--- src/rtl/lstm_fp_pkg.sv ---
// Shared float32 constants and FSM state encoding
// for the LSTM gate datapath blocks.
package lstm_fp_pkg;

  localparam int FP_W = 32;

  localparam logic [FP_W-1:0] FP_ZERO = 32'h0000_0000;
  localparam logic [FP_W-1:0] FP_ONE  = 32'h3F80_0000;

  typedef enum logic [2:0] {
    IDLE,
    ACCUM,
    DRAIN,
    BIAS,
    DONE
  } mac_state_e;

endpackage

--- src/rtl/Addition_Subtraction.sv ---
// Combinational IEEE-754 single-precision adder/subtractor.
// Truncating round; exact cancellation yields +0.
module Addition_Subtraction (
  input  logic [31:0] a_operand,
  input  logic [31:0] b_operand,
  input  logic        AddBar_Sub,
  output logic        Exception,
  output logic [31:0] result
);

  logic [31:0] b_eff;
  logic [31:0] big;
  logic [31:0] sml;
  logic [7:0]  diff;
  logic [24:0] m_big;
  logic [24:0] m_sml;
  logic [24:0] m_sh;
  logic [24:0] sum;
  logic [4:0]  msb;
  logic [4:0]  lz;
  logic [22:0] norm;
  logic [9:0]  exp_r;

  always_comb begin
    b_eff = {b_operand[31] ^ AddBar_Sub, b_operand[30:0]};
    Exception = (&a_operand[30:23]) | (&b_operand[30:23]);
    if (a_operand[30:0] >= b_eff[30:0]) begin
      big = a_operand;
      sml = b_eff;
    end else begin
      big = b_eff;
      sml = a_operand;
    end
    diff  = big[30:23] - sml[30:23];
    m_big = {1'b0, |big[30:23], big[22:0]};
    m_sml = {1'b0, |sml[30:23], sml[22:0]};
    m_sh  = (diff > 8'd24) ? 25'd0 : (m_sml >> diff);
    if (big[31] == sml[31]) sum = m_big + m_sh;
    else                    sum = m_big - m_sh;
    msb = 5'd0;
    for (int i = 0; i < 25; i++) begin
      if (sum[i]) msb = 5'(i);
    end
    lz = 5'd23 - msb;
    if (msb == 5'd24) begin
      norm  = sum[23:1];
      exp_r = {2'b0, big[30:23]} + 10'd1;
    end else begin
      norm  = sum[22:0] << lz;
      exp_r = {2'b0, big[30:23]} - {5'd0, lz};
    end
    if (sum == 25'd0) begin
      result = 32'h0;
    end else if (exp_r[9] || exp_r == 10'd0) begin
      result = {big[31], 31'd0};
    end else if (exp_r >= 10'd255) begin
      result = {big[31], 8'hFF, 23'd0};
    end else begin
      result = {big[31], exp_r[7:0], norm};
    end
  end

endmodule

--- src/rtl/gate_mac_datapath.sv ---
// Product/accumulator registers around one multiplier and
// one shared adder; the adder b-operand flips to bias last.
module gate_mac_datapath
  import lstm_fp_pkg::*;
(
  input  logic            clk,
  input  logic            rst_n,
  input  logic            clr,
  input  logic            take,
  input  logic            fin,
  input  logic [FP_W-1:0] bias,
  input  logic [FP_W-1:0] w,
  input  logic [FP_W-1:0] x,
  output logic [FP_W-1:0] out_data,
  output logic            exc
);

  logic [FP_W-1:0] prod;
  logic [FP_W-1:0] prod_q;
  logic [FP_W-1:0] acc;
  logic [FP_W-1:0] bias_q;
  logic [FP_W-1:0] add_b;
  logic [FP_W-1:0] sum;
  logic            prod_v;
  logic            mul_exc;
  logic            add_exc;
  logic            ovf_unused;
  logic            unf_unused;

  multiplier_fp u_mul (
    .a_operand (w),
    .b_operand (x),
    .Exception (mul_exc),
    .Overflow  (ovf_unused),
    .Underflow (unf_unused),
    .result    (prod)
  );

  always_comb begin
    add_b = prod_q;
    unique case (1'b1)
      fin:     add_b = bias_q;
      default: add_b = prod_q;
    endcase
  end

  Addition_Subtraction u_add (
    .a_operand  (acc),
    .b_operand  (add_b),
    .AddBar_Sub (1'b0),
    .Exception  (add_exc),
    .result     (sum)
  );

  always_ff @(posedge clk or negedge rst_n) begin
    if (!rst_n) begin
      prod_q   <= FP_ZERO;
      prod_v   <= 1'b0;
      acc      <= FP_ZERO;
      bias_q   <= FP_ZERO;
      out_data <= FP_ZERO;
      exc      <= 1'b0;
    end else begin
      prod_v <= take;
      if (take) prod_q <= prod;
      if (clr) begin
        acc    <= FP_ZERO;
        bias_q <= bias;
        exc    <= 1'b0;
      end else begin
        if (prod_v) acc <= sum;
        if (fin) out_data <= sum;
        exc <= exc
             | (take & mul_exc)
             | ((prod_v | fin) & add_exc);
      end
    end
  end

endmodule

--- src/rtl/multiplier_fp.sv ---
// Combinational IEEE-754 single-precision multiplier.
// Denormals flush to zero, truncating round.
module multiplier_fp (
  input  logic [31:0] a_operand,
  input  logic [31:0] b_operand,
  output logic        Exception,
  output logic        Overflow,
  output logic        Underflow,
  output logic [31:0] result
);

  logic        sign;
  logic        zero;
  logic [23:0] ma;
  logic [23:0] mb;
  logic [24:0] p_hi;
  logic [22:0] p_lo_unused;
  logic [9:0]  exp_s;
  logic [22:0] frac;

  always_comb begin
    sign = a_operand[31] ^ b_operand[31];
    Exception = (&a_operand[30:23]) | (&b_operand[30:23]);
    zero = ~(|a_operand[30:23]) | ~(|b_operand[30:23]);
    ma = {1'b1, a_operand[22:0]};
    mb = {1'b1, b_operand[22:0]};
    {p_hi, p_lo_unused} = ma * mb;
    if (p_hi[24]) begin
      frac  = p_hi[23:1];
      exp_s = {2'b0, a_operand[30:23]}
            + {2'b0, b_operand[30:23]} - 10'd126;
    end else begin
      frac  = p_hi[22:0];
      exp_s = {2'b0, a_operand[30:23]}
            + {2'b0, b_operand[30:23]} - 10'd127;
    end
    Overflow  = 1'b0;
    Underflow = 1'b0;
    if (Exception) begin
      result = {sign, 8'hFF, 23'h40_0000};
    end else if (zero) begin
      result = {sign, 31'd0};
    end else if (exp_s[9] || exp_s == 10'd0) begin
      Underflow = 1'b1;
      result = {sign, 31'd0};
    end else if (exp_s >= 10'd255) begin
      Overflow = 1'b1;
      result = {sign, 8'hFF, 23'd0};
    end else begin
      result = {sign, exp_s[7:0], frac};
    end
  end

endmodule

--- src/rtl/gate_preact_mac.sv ---
// LSTM gate pre-activation: z = sum(w*x) + bias, one pair
// per cycle, result held under a valid/ready handshake.
module gate_preact_mac
  import lstm_fp_pkg::*;
#(
  parameter int N_TERMS = 64,
  parameter int CNT_W   = $clog2(N_TERMS + 1)
) (
  input  logic            clk,
  input  logic            rst_n,
  input  logic            start,
  input  logic [FP_W-1:0] bias,
  input  logic            in_valid,
  output logic            in_ready,
  input  logic [FP_W-1:0] w,
  input  logic [FP_W-1:0] x,
  output logic            out_valid,
  input  logic            out_ready,
  output logic [FP_W-1:0] out_data,
  output logic            out_exc,
  output logic            busy
);

  mac_state_e       state;
  logic [CNT_W-1:0] cnt;
  logic             go;
  logic             take;
  logic             last;

  assign in_ready  = (state == ACCUM);
  assign out_valid = (state == DONE);
  assign busy      = (state != IDLE);
  assign go        = start && (state == IDLE);
  assign take      = in_valid && in_ready;
  assign last      = take && (cnt == CNT_W'(N_TERMS - 1));

  always_ff @(posedge clk or negedge rst_n) begin
    if (!rst_n) begin
      state <= IDLE;
      cnt   <= '0;
    end else begin
      if (go)        cnt <= '0;
      else if (take) cnt <= cnt + CNT_W'(1);
      unique case (state)
        IDLE:    if (start) state <= ACCUM;
        ACCUM:   if (last) state <= DRAIN;
        DRAIN:   state <= BIAS;
        BIAS:    state <= DONE;
        DONE:    if (out_ready) state <= IDLE;
        default: state <= IDLE;
      endcase
    end
  end

  gate_mac_datapath u_dp (
    .clk      (clk),
    .rst_n    (rst_n),
    .clr      (go),
    .take     (take),
    .fin      (state == BIAS),
    .bias     (bias),
    .w        (w),
    .x        (x),
    .out_data (out_data),
    .exc      (out_exc)
  );

endmodule
--- config.mk ---
export PLATFORM = sky130hd
export DESIGN_NAME = gate_preact_mac
export DESIGN_NICKNAME = d
export VERILOG_FILES = /design/src/rtl/lstm_fp_pkg.sv /design/src/rtl/Addition_Subtraction.sv /design/src/rtl/gate_mac_datapath.sv /design/src/rtl/multiplier_fp.sv /design/src/rtl/gate_preact_mac.sv
export SDC_FILE = /design/constraint.sdc
export NUM_CORES = 2
export LEC_CHECK = 0
export ABC_AREA = 1
export CORE_ASPECT_RATIO = 1.25
export CORE_UTILIZATION = 40
export CTS_BUF_LIST = sky130_fd_sc_hd__clkbuf_16
export CTS_CLUSTER_DIAMETER = 120
export CTS_CLUSTER_SIZE = 24
export DETAILED_ROUTE_END_ITERATION = 8
export PLACE_DENSITY_LB_ADDON = 0.12
export RECOVER_POWER = 50
export SETUP_SLACK_MARGIN = 0.1
export SYNTH_ARGS = -nofsm -noshare
export SYNTH_HDL_FRONTEND = slang
export SYNTH_SLANG_ARGS = --single-unit
--- constraint.sdc ---
create_clock -name clk -period 21.8 [get_ports clk]
set_clock_uncertainty 0.1 [all_clocks]
set_input_delay 5.45 -clock clk [delete_from_list [all_inputs] [get_ports clk]]
set_output_delay 5.45 -clock clk [all_outputs]
set_load 0.01 [all_outputs]
==> reports/summary.log <==
[status] result of the run finished with violations
[status] failing checks capacitance limit, slew limit
[worst_setup_path] Worst Path Required 22,010 ps
[cts] number of buffers between clock root and the deepest sink 2
[synthesis] total of flip-flops plus latches after synthesis 140
[floorplanning] Core Box Area 0.0806 sq mm
[routing] drt first-iter violations 2,070
[sta] Rel. slew slack -1.56
[layout] Post-Layout Inst Area 0.0356 sq mm
[grt] overall track demand over capacity in global routing 0.257
[worst_setup_path] CP dominant cell by count nand2_1
[layout] final layout net count 5,460
[floorplanning] count of standard-cell rows 116
[grt] overflow left after global routing 0
[layout] final instance count without filler cells 5,698
[floorplanning] Chip Width 258 um
[worst_setup_path] end of the worst register-to-register path u_dp.out_data[3]
[worst_setup_path] data arrival time of the critical path 15,890 ps
[synthesis] netlist area before placement 0.0327 sq mm
[routing] via count 29,100
[sta] final critical-path required period 15,680 ps
[grt] number of global-route vias before repair 29,100
[sta] final hold violation count 0
[worst_setup_path] peak per-stage delay on the critical path 1320 ps
[grt] largest net degree at the start of global routing 91
[place] Area after DPL 0.0351 sq mm
[place] count of input and output buffers 136
[synthesis] gate count after technology mapping 4,598
[worst_setup_path] Setup crit end u_dp.prod_q[29]
[sta] setup repair after global routing missed its margin false
[cts] CTS tree built
[worst_setup_path] kind of start point of the critical path input pin
[worst_setup_path] FF-to-FF path depth 74
[cts] number of buffers added to fix hold violations after cts 0
[floorplanning] Chip Height 322 um
[cts] CTS Sinks 140
[worst_setup_path] standard cell with the maximum stage delay on the critical path clkdlybuf4s50_1
[min_path] worst min-delay path class reg2reg
[sta] slew at the pin closest to its max-slew limit 3840 ps
[cts] H-tree depth 4
[synthesis] unique cell type count in the Yosys netlist 58
[worst_setup_path] FF-to-FF Start state[0]
[place] dpl cells 5,666
[cts] post-CTS setup buffer count 0
[synthesis] fraction of registers with async set/reset 1.00
[sta] maximum frequency from static timing analysis 63.8 MHz
[sta] Fin Setup TNS 0 ps
[layout] Inserted Diodes 0
[synthesis] Mean Syn Cell Area 7.12 sq um
[cts] number of resized instances in the post-cts repair step 0
[sta] setup violation total in the final timing report 0
[synthesis] Post-Synthesis Net Count 5,435
[sta] worst hold slack 374 ps
[cts] clock latency of the later-clocked register in the worst-skew pair 440 ps
[grt] antenna violations before repair 0
[cts] library cell used as clock root buffer clkbuf_16
[sta] final count of pins violating max slew 225
[synthesis] most frequently used flop master after synthesis dfrtp_1
[routing] Residual DRC 0
[place] final weighted congestion in routability-driven placement 0.955
[floorplanning] Starting Density 0.406
[cts] clock edge transition at the registers on the reported setup and hold paths 60 ps
[synthesis] Seq/Total Area, Yosys 0.107
[routing] number of iterations in the first detailed-routing pass 8
[worst_setup_path] Crit Path Class in2reg
[floorplanning] Die Footprint 0.0830 sq mm
[routing] Wirelength per Cell 18.6 um
[floorplanning] IO Count 137
[cts] clock buffer count from CTS 17
[worst_setup_path] FF-to-FF setup slack 6390 ps
[routing] Via density 5.10
[layout] share of layout cells above drive strength 1 0.0317
[synthesis] number of enable-type register cells in the synthesized netlist 0
[place] half-perimeter wire length of the detailed placement result 83.8 mm
[worst_setup_path] critical path startpoint x[12]
[routing] final WL 106 mm
[grt] wire length of the first global-routing pass 165 mm
[worst_setup_path] kind of end point of the critical path register
[routing] antenna viol nets, final 0
[layout] signed area change from the synthesized netlist to the final layout 8.87%
[sta] Period Utilization, post-route 0.719
[synthesis] count of yosys warnings during synthesis 0
[flow_run] number of violations of the max-capacitance limit 4
[worst_setup_path] highest fanout seen on the critical path 33
-- routing by layer --
layer | global-route usage | vias up | wire [um] | share of wire
met5 | 0 | - | 0 | 0
met4 | 0.113 | 0 | 4910 | 0.046
met3 | 0.0181 | 186 | 4100 | 0.039
met2 | 0.465 | 832 | 53600 | 0.51
met1 | 0.312 | 14000 | 43300 | 0.41
li1 | - | 14000 | - | -
-- synthesized netlist by cell type, types with 3 or more instances --
library cell / count / area share
a21oi_1: 129 / 0.020
nand4_1: 77 / 0.015
nand2_2: 10 / 0.0019
a211oi_1: 9 / 0.0021
buf_4: 10 / 0.0023
and2_1: 3 / 0.00057
nor3_1: 23 / 0.0035
o21ai_0: 109 / 0.017
o21ai_1: 45 / 0.0069
dfrtp_1: 140 / 0.11
inv_2: 5 / 0.00057
mux2i_1: 27 / 0.0083
nor2_4: 4 / 0.0014
nand3_1: 317 / 0.048
clkbuf_1: 134 / 0.015
a311oi_1: 3 / 0.00080
nand2_1: 1385 / 0.16
nand2_4: 4 / 0.0014
nor2_2: 4 / 0.00076
nor3_2: 3 / 0.00092
clkinv_1: 6 / 0.00069
nand3_2: 7 / 0.0021
buf_2: 24 / 0.0037
o31ai_1: 5 / 0.0011
o21a_1: 6 / 0.0014
xor2_1: 72 / 0.019
nor2_1: 155 / 0.018
xnor2_1: 27 / 0.0072
buf_6: 9 / 0.0031
ha_1: 251 / 0.096
nor4_1: 7 / 0.0013
nand3b_1: 14 / 0.0032
a21boi_1: 5 / 0.0011
fa_1: 485 / 0.30
a21boi_0: 3 / 0.00069
buf_1: 13 / 0.0015
inv_1: 985 / 0.11
a21o_1: 8 / 0.0018
or2_2: 11 / 0.0021
o22ai_1: 11 / 0.0021
a31oi_1: 25 / 0.0048
o211ai_1: 8 / 0.0018
-- worst max-delay path: cells and delay by family --
family	cells	cell delay (ps)
compound gates	5	1900
simple gates	14	2430
buf+inv	5	2180
fa+ha+maj	8	3910
-- worst min path at each step --
stage                          from         endpoint  slack (ps)  cells after the start
detailed placement  u_dp.bias_q[22]  u_dp.bias_q[22]         360                      2
global placement    u_dp.bias_q[22]  u_dp.bias_q[22]         350                      2
floorplan           u_dp.bias_q[10]  u_dp.bias_q[10]         340                      2
finish              u_dp.bias_q[22]  u_dp.bias_q[22]         370                      2
CTS                 u_dp.bias_q[22]  u_dp.bias_q[22]         370                      2
global route        u_dp.bias_q[22]  u_dp.bias_q[22]         390                      2
-- per-stage QoR --
step	util	setup slack (ps)
CTS	0.443	6020
floorplan	-	9160
global route	0.443	4980
finish	0.443	6120
global placement	0.435	5580
detailed placement	0.435	5580
-- area by class of cell --
cell class	instances	area (sq um)
clock inverters	15	173
multi-input cells	3272	24700
flip-flops and latches	140	3500
repair buffers	196	1790
clock buffers	17	425
inverters	996	3740
fillers	8498	44900
well taps	1062	1330
-- state kept, by name (all words and copies together), names as in the netlist --
name / cells
cnt: 7
state: 3
u_dp.acc: 32
u_dp.bias_q: 32
u_dp.exc: 1
u_dp.out_data: 32
u_dp.prod_q: 32
u_dp.prod_v: 1
-- cell usage in the layout (no fill, tap or decap), drive strengths merged, types with 21 or more instances in the layout --
cell type,Yosys,layout
nand2,1399,1399
nand3,324,324
xnor2,27,27
xor2,72,72
a31oi,25,25
inv,990,995
nand4,78,78
mux2i,27,27
nor2,163,163
clkbuf,134,21
a21oi,130,130
ha,251,251
fa,485,485
dfrtp,140,140
o21ai,156,156
buf,56,57
clkdlybuf4s50,0,121
nor3,27,27
-- cells by family after synthesis --
| family | after synthesis | synth area share |
|---|---|---|
| AO/OA/AOI/OAI | 380 | 0.0651 |
| XOR/XNOR | 99 | 0.0265 |
| adder cells (fa/ha/maj) | 736 | 0.392 |
| buffers and inverters | 1186 | 0.140 |
| flip-flops | 140 | 0.107 |
| multiplexers | 27 | 0.00825 |
| AND/OR/NAND/NOR | 2030 | 0.261 |
Power is left out: the tool's default activity adds up to more than one toggle a clock period on the data nets, which glitch-free logic cannot reach.
